<file path="config.mk">
export PLATFORM = sky130hd
export DESIGN_NAME = conv_window_feeder
export DESIGN_NICKNAME = d
export VERILOG_FILES = /design/src/rtl/conv_window_feeder.sv
export SDC_FILE = /design/constraint.sdc
export NUM_CORES = 1
export LEC_CHECK = 0
export BUFFER_PORTS_ARGS = -buffer_cell sky130_fd_sc_hd__buf_2
export CAP_MARGIN = 0
export CORE_AREA = 3 3 102 104
export CTS_CLUSTER_DIAMETER = 80
export CTS_CLUSTER_SIZE = 30
export DETAILED_ROUTE_END_ITERATION = 10
export DIE_AREA = 0 0 105 107
export HOLD_SLACK_MARGIN = 0.1
export PLACE_DENSITY = 0.75
export SETUP_SLACK_MARGIN = 0.4
export SYNTH_ARGS = -nofsm -noshare
export SYNTH_HDL_FRONTEND = slang
export SYNTH_SLANG_ARGS = --single-unit
</file>
<file path="constraint.sdc">
create_clock -name clk_en -period 3.2 [get_ports clk_en]
set_input_delay 0.32 -clock clk_en [delete_from_list [all_inputs] [get_ports clk_en]]
set_output_delay 0.32 -clock clk_en [all_outputs]
set_load 0.01 [all_outputs]
</file>
<file path="src/rtl/conv_window_feeder.sv">
`default_nettype none
// +--------------------------------------------------------------------------+
// | conv_window_feeder: walks conv windows, streams (pixel, weight) pairs.   |
// | Optional watchdog on the MAC handshake: `define CONV_FEEDER_WDOG_EN.     |
// | Rev 1.0                                                                  |
// +--------------------------------------------------------------------------+
module conv_window_feeder #(
  parameter int weight_width  = 2,
  parameter int weight_height = 2,
  parameter int img_width     = 4,
  parameter int img_height    = 4,
  parameter int padding       = 0,
  parameter int stride        = 1,
  parameter int bitwidth      = 3,
  parameter int result_width  = (img_width - weight_width + 2*padding)/stride + 1,
  parameter int result_height = (img_height - weight_height + 2*padding)/stride + 1,
  parameter int img_addr_w    = 4,
  parameter int wgt_addr_w    = 2
`ifdef CONV_FEEDER_WDOG_EN
  ,
  parameter int wdog_cycles   = 16
`endif
) (
  input  logic                  clk_en,
  input  logic                  rst_n,
  input  logic                  img_wr_en,
  input  logic [img_addr_w-1:0] img_wr_addr,
  input  logic [bitwidth-1:0]   img_wr_data,
  input  logic                  wgt_wr_en,
  input  logic [wgt_addr_w-1:0] wgt_wr_addr,
  input  logic [bitwidth-1:0]   wgt_wr_data,
  input  logic                  start,
  input  logic                  mac_done,
  output logic                  conv_en,
  output logic [bitwidth-1:0]   img_cal,
  output logic [bitwidth-1:0]   weight_cal,
  output logic                  pair_valid,
  output logic [7:0]            win_row,
  output logic [7:0]            win_col,
  output logic                  busy,
  output logic                  done,
  output logic                  err
);

  localparam int K     = weight_width * weight_height;
  localparam int IMG_N = img_width * img_height;
  localparam int IMW   = (IMG_N > 1) ? $clog2(IMG_N) : 1;
  localparam int KW    = $clog2(K + 1);
  localparam int KRW   = $clog2(weight_height + 1);
  localparam int KCW   = $clog2(weight_width + 1);

  localparam logic [2:0] S_IDLE  = 3'd0;
  localparam logic [2:0] S_ISSUE = 3'd1;
  localparam logic [2:0] S_FEED  = 3'd2;
  localparam logic [2:0] S_WAIT  = 3'd3;
  localparam logic [2:0] S_FIN   = 3'd4;

  logic [bitwidth-1:0] img_q [IMG_N];
  logic [bitwidth-1:0] wgt_q [K];

  logic [2:0]          state_q, state_d;
  logic [KW-1:0]       k_q, k_d;
  logic [KRW-1:0]      kr_q, kr_d;
  logic [KCW-1:0]      kc_q, kc_d;
  logic [7:0]          row_q, row_d;
  logic [7:0]          col_q, col_d;
  logic [bitwidth-1:0] img_cal_q, img_cal_d;
  logic [bitwidth-1:0] wgt_cal_q, wgt_cal_d;
  logic                load_w;
  logic                last_w;
  logic                in_img_w;
  logic                timeout_w;
  int                  r_w, c_w, pa_w;

`ifdef CONV_FEEDER_WDOG_EN
  logic [31:0] wdog_q, wdog_d;
  logic        err_q;

  assign timeout_w = (state_q == S_WAIT) && !mac_done && (wdog_q == 32'(wdog_cycles - 1));
  assign wdog_d    = ((state_q == S_WAIT) && !mac_done && !timeout_w) ? wdog_q + 32'd1 : 32'd0;
  assign err       = err_q;

  always_ff @(posedge clk_en) begin
    if (!rst_n) begin
      wdog_q <= '0;
      err_q  <= 1'b0;
    end else begin
      wdog_q <= wdog_d;
      if (timeout_w) err_q <= 1'b1;
    end
  end
`else
  assign timeout_w = 1'b0;
  assign err       = 1'b0;
`endif

  assign last_w = (row_q == 8'(result_height - 1)) && (col_q == 8'(result_width - 1));

  always_comb begin
    state_d   = state_q;
    k_d       = k_q;
    kr_d      = kr_q;
    kc_d      = kc_q;
    row_d     = row_q;
    col_d     = col_q;
    load_w    = 1'b0;
    img_cal_d = '0;
    wgt_cal_d = '0;
    case (state_q)
      S_IDLE: begin
        if (start) begin
          state_d = S_ISSUE;
          row_d   = '0;
          col_d   = '0;
        end
      end
      S_ISSUE: begin
        state_d = S_FEED;
        k_d     = '0;
        kr_d    = '0;
        kc_d    = '0;
        load_w  = 1'b1;
      end
      S_FEED: begin
        if (k_q == KW'(K - 1)) begin
          state_d = S_WAIT;
        end else begin
          k_d    = k_q + 1'b1;
          load_w = 1'b1;
          if (kc_q == KCW'(weight_width - 1)) begin
            kc_d = '0;
            kr_d = kr_q + 1'b1;
          end else begin
            kc_d = kc_q + 1'b1;
          end
        end
      end
      S_WAIT: begin
        if (mac_done || timeout_w) begin
          if (last_w) begin
            state_d = S_FIN;
          end else begin
            state_d = S_ISSUE;
            if (col_q == 8'(result_width - 1)) begin
              col_d = '0;
              row_d = row_q + 8'd1;
            end else begin
              col_d = col_q + 8'd1;
            end
          end
        end
      end
      S_FIN:   state_d = S_IDLE;
      default: state_d = S_IDLE;
    endcase

    // Fetch the pair for the kernel index presented next cycle; padded taps read as zero.
    r_w      = int'(row_q) * stride + int'(kr_d) - padding;
    c_w      = int'(col_q) * stride + int'(kc_d) - padding;
    pa_w     = r_w * img_width + c_w;
    in_img_w = (r_w >= 0) && (r_w < img_height) && (c_w >= 0) && (c_w < img_width);
    if (load_w) begin
      wgt_cal_d = wgt_q[k_d];
      if (in_img_w) img_cal_d = img_q[IMW'(pa_w)];
    end
  end

  always_ff @(posedge clk_en) begin
    if (!rst_n) begin
      state_q   <= S_IDLE;
      k_q       <= '0;
      kr_q      <= '0;
      kc_q      <= '0;
      row_q     <= '0;
      col_q     <= '0;
      img_cal_q <= '0;
      wgt_cal_q <= '0;
    end else begin
      state_q   <= state_d;
      k_q       <= k_d;
      kr_q      <= kr_d;
      kc_q      <= kc_d;
      row_q     <= row_d;
      col_q     <= col_d;
      img_cal_q <= img_cal_d;
      wgt_cal_q <= wgt_cal_d;
    end
  end

  // Tile storage survives reset and is frozen outside IDLE.
  always_ff @(posedge clk_en) begin
    if (rst_n && (state_q == S_IDLE)) begin
      if (img_wr_en && (32'(img_wr_addr) < 32'(IMG_N))) img_q[img_wr_addr] <= img_wr_data;
      if (wgt_wr_en && (32'(wgt_wr_addr) < 32'(K)))     wgt_q[wgt_wr_addr] <= wgt_wr_data;
    end
  end

  assign conv_en    = (state_q == S_ISSUE);
  assign pair_valid = (state_q == S_FEED);
  assign busy       = (state_q == S_ISSUE) || (state_q == S_FEED) || (state_q == S_WAIT);
  assign done       = (state_q == S_FIN);
  assign img_cal    = img_cal_q;
  assign weight_cal = wgt_cal_q;
  assign win_row    = row_q;
  assign win_col    = col_q;

endmodule
`default_nettype wire
</file>
==> impl_metrics.tcl <==
set metrics [dict create \
    hold_path.class "input pin to flop" \
    core_area_um2 9640 \
    setup_viol 0 \
    clk_pin_slew_ns 0.10 \
    critPathMaxFanout 4 \
    rsz0062_at_grt "true" \
    synth_top_area_share_pct 42.1 \
    gp_congestion 0.828 \
    finalWirelength_um 8680 \
    num_rows 36 \
    htreeDepth 3 \
    dr.pass1.iters 4 \
    die_w_um 105 \
    synth.distinct_cells 57 \
    synth_edf_count 60 \
    synth_flop_cell "edfxtp_1" \
    gr-total-overflow 0 \
    drive_gt1_share_pct 30.5 \
    dpl.hpwl_um 6180 \
    required_ns 3.45 \
    ys_seq_area_share_pct 57.1 \
    peakVddDrop_mv 0.249 \
    dp_cells 509 \
    finalHoldViolCount 0 \
    grt_max_degree 20 \
    via_per_inst 5.30 \
    grt_pass1_wl_um 14300 \
    post_drt_wl_per_cell_um 16.2 \
    fin_total_pwr_uw 2370 \
    syn_nets 365 \
    antennaDiodeCount 0 \
    antenna_found_initial 0 \
    hold_ws_ns 0.174 \
    min_period_ns 3.11 \
    cp-end-kind "flop" \
    ios 45 \
    maxCapViolCount 0 \
    leakagePower_uw 0.00191 \
    cts-buffers-inserted 9 \
    chipHeight_um 107 \
    start_kind "flop" \
    port_buffers 43 \
    slew_viol_final 0 \
    cts_max_path_buffers 2 \
    netlist_instances 335 \
    die_area_um2 11200 \
    synth_area_leaders "edfxtp_1 42%, dfxtp_1 15%, mux4_2 7.9%, ha_1 2.9%, nor2_1 2.5%" \
    via_count 2843 \
    antenna_left 0 \
    min_from "wgt_wr_data[2]" \
    grt_pass1_vias 2865 \
    root_buffer "clkbuf_8" \
    finalNonFillerCells 536 \
    drtIter0Drc 111 \
    fmax_ghz 0.322 \
    critPathKind "flop to flop" \
    start_util_pct 44.4 \
    worstMarginPinSlew_ns 0.533 \
    synth_warnings 0 \
    cp-startpoint "state_q[0]" \
    fin_crit_sh_pct 97.1 \
    num-nets-final 428 \
    clk_latency_ns 0.37 \
    max_slew_margin_pct 64.4 \
    status "complete, no violations" \
    synthArstFlopShare_pct 0 \
    synthesis.area_um2 4280 \
    dpl_worst_slack_ns -0.0477 \
    cts_hold_buf 0 \
    syn_area_per_cell_um2 12.8 \
    drc 0 \
    cts.sinks 92 \
    skew_ns 0.0160 \
    ys_seq_elements 92 \
    crit_arrival_ns 3.36 \
    cellPowerDensity_nw_per_um2 472 \
    final_core_util_pct 52.2 \
    worst_slack_ns 0.0917 \
    area_growth_pct 17.5 \
    synth.most_common_cell "edfxtp_1" \
    track_usage_pct 16.1 \
    synth_commonest_cells "60 x edfxtp_1, 32 x dfxtp_1, 28 x nor2_1, 20 x nand2_1, 15 x mux4_2" \
    r2r-start "state_q[0]" \
    cts_tree "built" \
    yosysTopAreaCell "edfxtp_1" \
]
[final timing paths]
kind / endpoint / slack, ns / cells past startpoint
setup / recovery: img_cal[2] / 0.09 / 10
hold / removal: wgt_q[0][2] / 0.17 / 1
setup reg to reg: img_cal[2] / 0.09 / 10
hold reg to reg: k_q[2] / 0.47 / 2
[cell usage in the layout, fill, tap and decap left out, types with 4 or more instances in the layout]
cell type / instances
buf_2: 43
nand3_1: 10
o21ai_1: 5
nand4_1: 6
nand2b_1: 6
mux4_2: 15
buf_4: 21
dfxtp_1: 27
clkbuf_8: 9
and3_1: 7
a21boi_1: 6
edfxtp_1: 60
inv_1: 9
xor2_1: 7
nor3_1: 8
mux2i_1: 8
nor2b_1: 9
nor2_1: 28
a21oi_1: 9
o22ai_1: 4
ha_1: 7
and2_1: 7
nand2_1: 19
[metrics by stage]
step	setup TNS (ns)	area [um2]
floorplan	0	4310
global placement	0	4700
detailed placement	-0.107	4700
CTS	0	5000
global route	-0.310	5030
finish	0	5030
[sequential cells by signal, indices dropped and copies added (netlist names)]
signal,flops
kr_q,2
win_col,8
img_cal,3
wgt_q,12
img_q,48
win_row,8
kc_q,2
weight_cal,3
state_q,3
k_q,3
[report_power, final]
part / leakage (uW) / switching [uW] / internal [uW]
logic: 0.00101 / 173 / 156
clock network: 0.0000993 / 441 / 303
registers: 0.000802 / 12.1 / 1290
[final cells by class]
type	instances	area (um2)
repair buffers	64	373
clock inverters	7	67.6
well taps	133	166
fillers	865	4610
clock buffers	9	124
multi-input cells	221	1810
inverters	10	37.5
flip-flops and latches	92	2450
[critical path: stages (launching register included)]
cell and delay (ns):
dfxtp_4 0.38, nor3b_4 0.26, nand3_2 0.15, nor3b_2 0.26, mux2i_2 0.30, fa_1 0.50
xor2_2 0.20, xnor2_1 0.17, xor2_1 0.29, mux4_2 0.35, nor2b_1 0.14
[what timing repair did]
action                     4_1_cts  5_1_grt
setup buffers                    8        3
setup endpoints to repair        3        3
gates cloned                     0        0
pin swaps                        3        1
gates resized for setup         15        2
[routing by layer]
metal  vias up  track usage, %  wire length (um)
li1       1376               -                 -
met1      1386            20.8              3840
met2        73            27.4              4410
met3         8            4.09               359
met4         0            3.75                81
met5         -               0                 0
[kinds of logic (layout without fill, tap and decap cells)]
| kind of cell | count (synthesis) | in the layout | share of synthesized area (%) |
|---|---|---|---|
| and+or+nand+nor | 132 | 132 | 17.2 |
| DFF | 92 | 92 | 57.1 |
| AOI/OAI and AO/OA | 41 | 41 | 7.19 |
| muxes | 24 | 24 | 10.0 |
| buffers and inverters | 22 | 90 | 2.37 |
| adders and majority gates | 12 | 12 | 3.86 |
| xor gates and xnor gates | 11 | 11 | 2.25 |
| other | 1 | 1 | 0.0876 |
(Power assumes the default switching activity.)
